==> config.mk <==
export PLATFORM = sky130hd
export DESIGN_NAME = wb_unit
export DESIGN_NICKNAME = d
export VERILOG_FILES = /design/src/rtl/wb_unit.sv
export SDC_FILE = /design/constraint.sdc
export NUM_CORES = 1
export LEC_CHECK = 0
export CAP_MARGIN = 20
export CORE_AREA = 2 2 141 143
export CTS_CLUSTER_SIZE = 40
export DETAILED_ROUTE_END_ITERATION = 10
export DIE_AREA = 0 0 143 145
export DONT_BUFFER_PORTS = 1
export PLACE_DENSITY = 0.83
export SLEW_MARGIN = 20
export SYNTH_ARGS = -nofsm -noshare
export SYNTH_HDL_FRONTEND = slang
export SYNTH_SLANG_ARGS = --single-unit
==> constraint.sdc <==
create_clock -name clk -period 12.5 [get_ports clk]
set_input_delay 1.25 -clock clk [delete_from_list [all_inputs] [get_ports clk]]
set_output_delay 1.25 -clock clk [all_outputs]
set_load 0.05 [all_outputs]
==> src/rtl/wb_unit.sv <==
// Writeback stage: registers one retiring instruction, formats load data and
// drives the register-file write port, retired-instruction count and load-timeout flag.
module wb_unit #(
  parameter int unsigned TIMEOUT = 255
) (
  input  logic        clk,
  input  logic        rst,
  input  logic        in_valid,
  output logic        in_ready,
  input  logic [1:0]  wb_sel,
  input  logic        we,
  input  logic [4:0]  rd,
  input  logic [63:0] alu_res,
  input  logic [63:0] pc,
  input  logic [2:0]  funct3,
  input  logic [2:0]  addr_lo,
  input  logic        dmem_rvalid,
  input  logic [63:0] dmem_rdata,
  output logic        rf_we,
  output logic [4:0]  rf_waddr,
  output logic [63:0] rf_wdata,
  output logic [63:0] instret,
  output logic        err
);

  typedef enum logic [1:0] {IDLE, WAIT_MEM, WRITE} state_t;

  state_t      state, state_nxt;
  logic        accept;
  logic        timeout_hit;
  logic        we_q;
  logic [4:0]  rd_q;
  logic [2:0]  f3_q;
  logic [2:0]  alo_q;
  logic [15:0] wait_cnt;
  logic [63:0] shifted;
  logic [63:0] load_data;
  logic [63:0] nonload_data;

  assign in_ready    = (state != WAIT_MEM);
  assign accept      = in_valid && in_ready;
  assign timeout_hit = (state == WAIT_MEM) && !dmem_rvalid &&
                       (wait_cnt == 16'(TIMEOUT - 1));

  always_ff @(posedge clk or posedge rst) begin
    if (rst) state <= IDLE;
    else     state <= state_nxt;
  end

  always_comb begin
    state_nxt = state;
    unique case (state)
      IDLE, WRITE: begin
        if (accept) state_nxt = (wb_sel == 2'b10) ? WAIT_MEM : WRITE;
        else        state_nxt = IDLE;
      end
      WAIT_MEM: begin
        if (dmem_rvalid)      state_nxt = WRITE;
        else if (timeout_hit) state_nxt = IDLE;
      end
      default: state_nxt = IDLE;
    endcase
  end

  always_comb begin
    shifted = dmem_rdata >> {alo_q, 3'b000};
    unique case (f3_q)
      3'b000:  load_data = {{56{shifted[7]}},  shifted[7:0]};
      3'b001:  load_data = {{48{shifted[15]}}, shifted[15:0]};
      3'b010:  load_data = {{32{shifted[31]}}, shifted[31:0]};
      3'b100:  load_data = {56'd0, shifted[7:0]};
      3'b101:  load_data = {48'd0, shifted[15:0]};
      3'b110:  load_data = {32'd0, shifted[31:0]};
      default: load_data = shifted;
    endcase
  end

  always_comb begin
    unique case (wb_sel)
      2'b01:   nonload_data = alu_res;
      2'b11:   nonload_data = pc + 64'd4;
      default: nonload_data = '0;
    endcase
  end

  // Only the fields a pending load needs are kept; non-load results go
  // straight into the output registers at accept time.
  always_ff @(posedge clk or posedge rst) begin
    if (rst) begin
      we_q  <= 1'b0;
      rd_q  <= '0;
      f3_q  <= '0;
      alo_q <= '0;
    end else if (accept) begin
      we_q  <= we;
      rd_q  <= rd;
      f3_q  <= funct3;
      alo_q <= addr_lo;
    end
  end

  always_ff @(posedge clk or posedge rst) begin
    if (rst)                                               wait_cnt <= '0;
    else if (state == WAIT_MEM && state_nxt == WAIT_MEM)   wait_cnt <= wait_cnt + 16'd1;
    else                                                   wait_cnt <= '0;
  end

  always_ff @(posedge clk or posedge rst) begin
    if (rst) begin
      rf_we    <= 1'b0;
      rf_waddr <= '0;
      rf_wdata <= '0;
      instret  <= '0;
      err      <= 1'b0;
    end else begin
      rf_we <= 1'b0;
      if (state == WAIT_MEM && dmem_rvalid) begin
        rf_we    <= we_q && (rd_q != '0);
        rf_waddr <= rd_q;
        rf_wdata <= load_data;
      end else if (accept && wb_sel != 2'b10) begin
        rf_we    <= we && (rd != '0) && (wb_sel != 2'b00);
        rf_waddr <= rd;
        rf_wdata <= nonload_data;
      end
      if (state == WRITE) instret <= instret + 64'd1;
      if (timeout_hit)    err     <= 1'b1;
    end
  end

endmodule

==> insert_results.sql <==
INSERT INTO impl_metrics (metric_group, metric, value, unit) VALUES
('sta', 'unrepaired_setup_endpoints_after_global_routing', 'false', ''),
('setup_path', 'critPathMaxFanout', '43', ''),
('layout', 'layout.cell_area.non_filler', '0.0118', 'sq mm'),
('synth', 'yosysTopAreaCell', 'sky130_fd_sc_hd__dfrtp_1', ''),
('layout', 'fraction_of_layout_instances_using_a_drive_strength_above_1', '7.77', '%'),
('global_route', 'use_met3', '15.4', '%'),
('synth', 'yosys_warnings', '0', ''),
('setup_path', 'cp_data_required_time', '12.82', 'ns'),
('floorplan', 'dieWidth', '143', 'um'),
('global_route', 'grt_pass1_vias', '9987', ''),
('worst_hold_path', 'worstHoldPathType', 'flop to flop', ''),
('sta', 'max-slew-margin-rel', '24.8', '%'),
('sta', 'maxClockFrequency', '265', 'MHz'),
('synth', 'synthesis.instances', '1245', ''),
('synth', 'mappedNetlistNets', '1459', ''),
('synth', 'synth_largest_type_area_fraction', '37.5', '%'),
('route', 'routed_wire_length_per_instance', '27.4', 'um'),
('synth', 'post_synth.cell_area_avg', '8.85', 'sq um'),
('power_and_ir_drop', 'comb_power_share', '18.3', '%'),
('sta', 'setup-tns-final', '0', 'ns'),
('placement', 'placement.io_buffers', '0', ''),
('layout', 'mostFrequentLayoutCell', 'sky130_fd_sc_hd__nand2_1', ''),
('floorplan', 'ios', '346', ''),
('power_and_ir_drop', 'internal-power', '976', 'uW'),
('setup_path', 'crit_path_end_kind', 'flop', ''),
('worst_hold_path', 'whs_path_depth', '2', ''),
('global_route', 'grt_first_pass_wirelength', '61000', 'um'),
('power_and_ir_drop', 'max-vdd-ir-drop', '0.0000852', 'V'),
('synth', 'ys_seq_area_share', '37.5', '%'),
('global_route', 'groute.layer.met1.usage', '44.7', '%'),
('sta', 'finalHoldViolCount', '0', ''),
('sta', 'timing.final.setup_violations', '0', ''),
('floorplan', 'core', '0.0192', 'sq mm'),
('clocking', 'clk_root_buffer_cell', 'sky130_fd_sc_hd__clkbuf_16', ''),
('synth', 'postSynth.asyncResetShare', '100', '%'),
('placement', 'dp.final_hpwl', '31300', 'um'),
('sta', 'tightest_slew', '1.13', 'ns'),
('sta', 'min_period_over_period', '30.2', '%'),
('synth', 'post_synth_edffs', '0', ''),
('synth', 'post_synth_num_cell_types', '72', ''),
('global_route', 'grt_start_max_net_pins', '86', ''),
('route', 'drt_wl_total', '40800', 'um'),
('power_and_ir_drop', 'pwr-share-clk', '31.1', '%'),
('sta', 'final.min_clock_period', '3.78', 'ns'),
('synth', 'synth.top_cells.by_area', 'sky130_fd_sc_hd__dfrtp_1, sky130_fd_sc_hd__nand2_1, sky130_fd_sc_hd__xnor2_1', ''),
('synth', 'synth_top_flop_cell', 'sky130_fd_sc_hd__dfrtp_1', ''),
('clocking', 'cts_sinks', '165', ''),
('floorplan', 'dieHeight', '145', 'um'),
('power_and_ir_drop', 'switching_share', '41.8', '%'),
('setup_path', 'cp-start-kind', 'flop', ''),
('setup_path', 'timing.critical_path.arrival', '4.10', 'ns'),
('sta', 'timing_max_transition_violations_final', '0', ''),
('sta', 'post_route_hold_slack', '0.512', 'ns'),
('floorplan', 'die_area', '0.0207', 'sq mm'),
('global_route', 'use_met2', '61.7', '%'),
('clocking', 'clk_pin_slew', '0.07', 'ns'),
('power_and_ir_drop', 'pwr_density_cell', '143', 'mW/mm^2'),
('status', 'outcome', 'completed', ''),
('clocking', 'ctsHoldBuffers', '0', ''),
('placement', 'placed_cell_area', '0.0112', 'sq mm'),
('route', 'drcViolationCount', '0', ''),
('sta', 'final_clock_skew', '0.0120', 'ns'),
('route', 'vias_per_instance', '7.12', ''),
('clocking', 'ctsLongestPathBuffers', '2', ''),
('floorplan', 'start_util', '57.4', '%'),
('synth', 'synth.ff_latch_count', '165', ''),
('global_route', 'global_route.usage.total', '39.0', '%'),
('clocking', 'cts_htree_levels', '4', ''),
('clocking', 'tritoncts.num_buffers', '17', ''),
('global_route', 'antenna_found_initial', '2', ''),
('setup_path', 'r2r_cells', '7', '');
logic make-up after synthesis:
kind of cell / Yosys count / share of synthesized area, %
flip-flops: 165 / 37.5
buffers and inverters: 85 / 3.20
multiplexers: 75 / 9.32
AND/OR/NAND/NOR: 520 / 23.2
adder cells (fa/ha/maj): 4 / 0.454
XOR/XNOR: 119 / 9.46
AO/OA/AOI/OAI: 277 / 16.9
path summary, 6_finish.rpt:
check	startpoint	to	slack, ns
min in group asynchronous	rst	rf_wdata[37]	0.81
hold reg to reg	we_q	we_q	0.51
setup reg to reg	state[0]	rf_wdata[45]	8.72
setup / recovery	state[0]	rf_wdata[45]	8.72
hold / removal	we_q	we_q	0.51
max in group asynchronous	rst	rf_wdata[12]	10.46
power groups by stage:
stage          Sequential (mW)  Clock (mW)  Combinational, mW
3_5_place_dp             0.857           0              0.298
2_1_floorplan            0.820           0              0.235
6_report                 0.851       0.521              0.307
3_3_place_gp             0.857           0              0.292
5_1_grt                  0.855       0.549              0.330
4_1_cts                  0.847       0.523              0.299
worst max-delay path, stage by stage (launching register included):
cell and delay, ns:
sky130_fd_sc_hd__dfrtp_1 0.42, sky130_fd_sc_hd__nor2b_1 0.17, sky130_fd_sc_hd__inv_1 0.49, sky130_fd_sc_hd__nand2_1 0.61, sky130_fd_sc_hd__a21oi_1 0.92, sky130_fd_sc_hd__nor2_4 0.42
sky130_fd_sc_hd__a22o_1 0.35, sky130_fd_sc_hd__a211o_1 0.27
registers in the layout, indices dropped and copies added, names as in the netlist:
| name | count |
|---|---|
| alo_q | 3 |
| rf_wdata | 64 |
| state | 2 |
| f3_q | 3 |
| instret | 64 |
| rf_we | 1 |
| rd_q | 5 |
| wait_cnt | 16 |
| rf_waddr | 5 |
| err | 1 |
| we_q | 1 |
cell type report:
| class | count | area [sq um] |
|---|---|---|
| clock inverters | 15 | 165 |
| inverters | 20 | 80.1 |
| repair buffers | 10 | 78.8 |
| multi-input cells | 995 | 6560 |
| diodes | 2 | 5.00 |
| fillers | 1637 | 7430 |
| flip-flops and latches | 165 | 4130 |
| clock buffers | 17 | 425 |
| well taps | 265 | 332 |
cell usage after synthesis, types with 7 or more instances:
| master | number |
|---|---|
| sky130_fd_sc_hd__mux2_2 | 11 |
| sky130_fd_sc_hd__nor4_1 | 14 |
| sky130_fd_sc_hd__and4_1 | 10 |
| sky130_fd_sc_hd__a211o_1 | 8 |
| sky130_fd_sc_hd__nand2_1 | 165 |
| sky130_fd_sc_hd__or4_1 | 7 |
| sky130_fd_sc_hd__a21oi_1 | 64 |
| sky130_fd_sc_hd__nor3_1 | 26 |
| sky130_fd_sc_hd__nand3_1 | 61 |
| sky130_fd_sc_hd__inv_1 | 18 |
| sky130_fd_sc_hd__nor2b_1 | 11 |
| sky130_fd_sc_hd__and2_1 | 7 |
| sky130_fd_sc_hd__xor2_1 | 50 |
| sky130_fd_sc_hd__a221oi_1 | 25 |
| sky130_fd_sc_hd__dfrtp_1 | 165 |
| sky130_fd_sc_hd__o22ai_1 | 10 |
| sky130_fd_sc_hd__and3_1 | 32 |
| sky130_fd_sc_hd__clkbuf_1 | 42 |
| sky130_fd_sc_hd__a22oi_1 | 13 |
| sky130_fd_sc_hd__o211ai_1 | 22 |
| sky130_fd_sc_hd__a211oi_1 | 15 |
| sky130_fd_sc_hd__o31ai_1 | 7 |
| sky130_fd_sc_hd__xnor2_1 | 69 |
| sky130_fd_sc_hd__buf_2 | 15 |
| sky130_fd_sc_hd__o21ai_0 | 61 |
| sky130_fd_sc_hd__mux4_2 | 21 |
| sky130_fd_sc_hd__nor2_1 | 111 |
| sky130_fd_sc_hd__mux2i_1 | 43 |
| sky130_fd_sc_hd__nand4_1 | 45 |
routing by layer:
metal  up-vias  part of all wire, %
li1       4524                    -
met1      5107                   33
met2       789                   47
met3       174                   13
met4         2                  6.7
met5         -                0.032
per-stage QoR:
stage	total power, mW	utilization [%]	worst slack, ns	std cells
floorplan	1.05	-	6.79	1245
global placement	1.15	58.2	8.95	1455
detailed placement	1.16	58.2	8.87	1455
CTS	1.67	61.3	8.82	1487
global route	1.73	61.3	8.47	1488
finish	1.68	61.3	8.72	1489
Note: power is estimated with default switching activity, not from simulation.
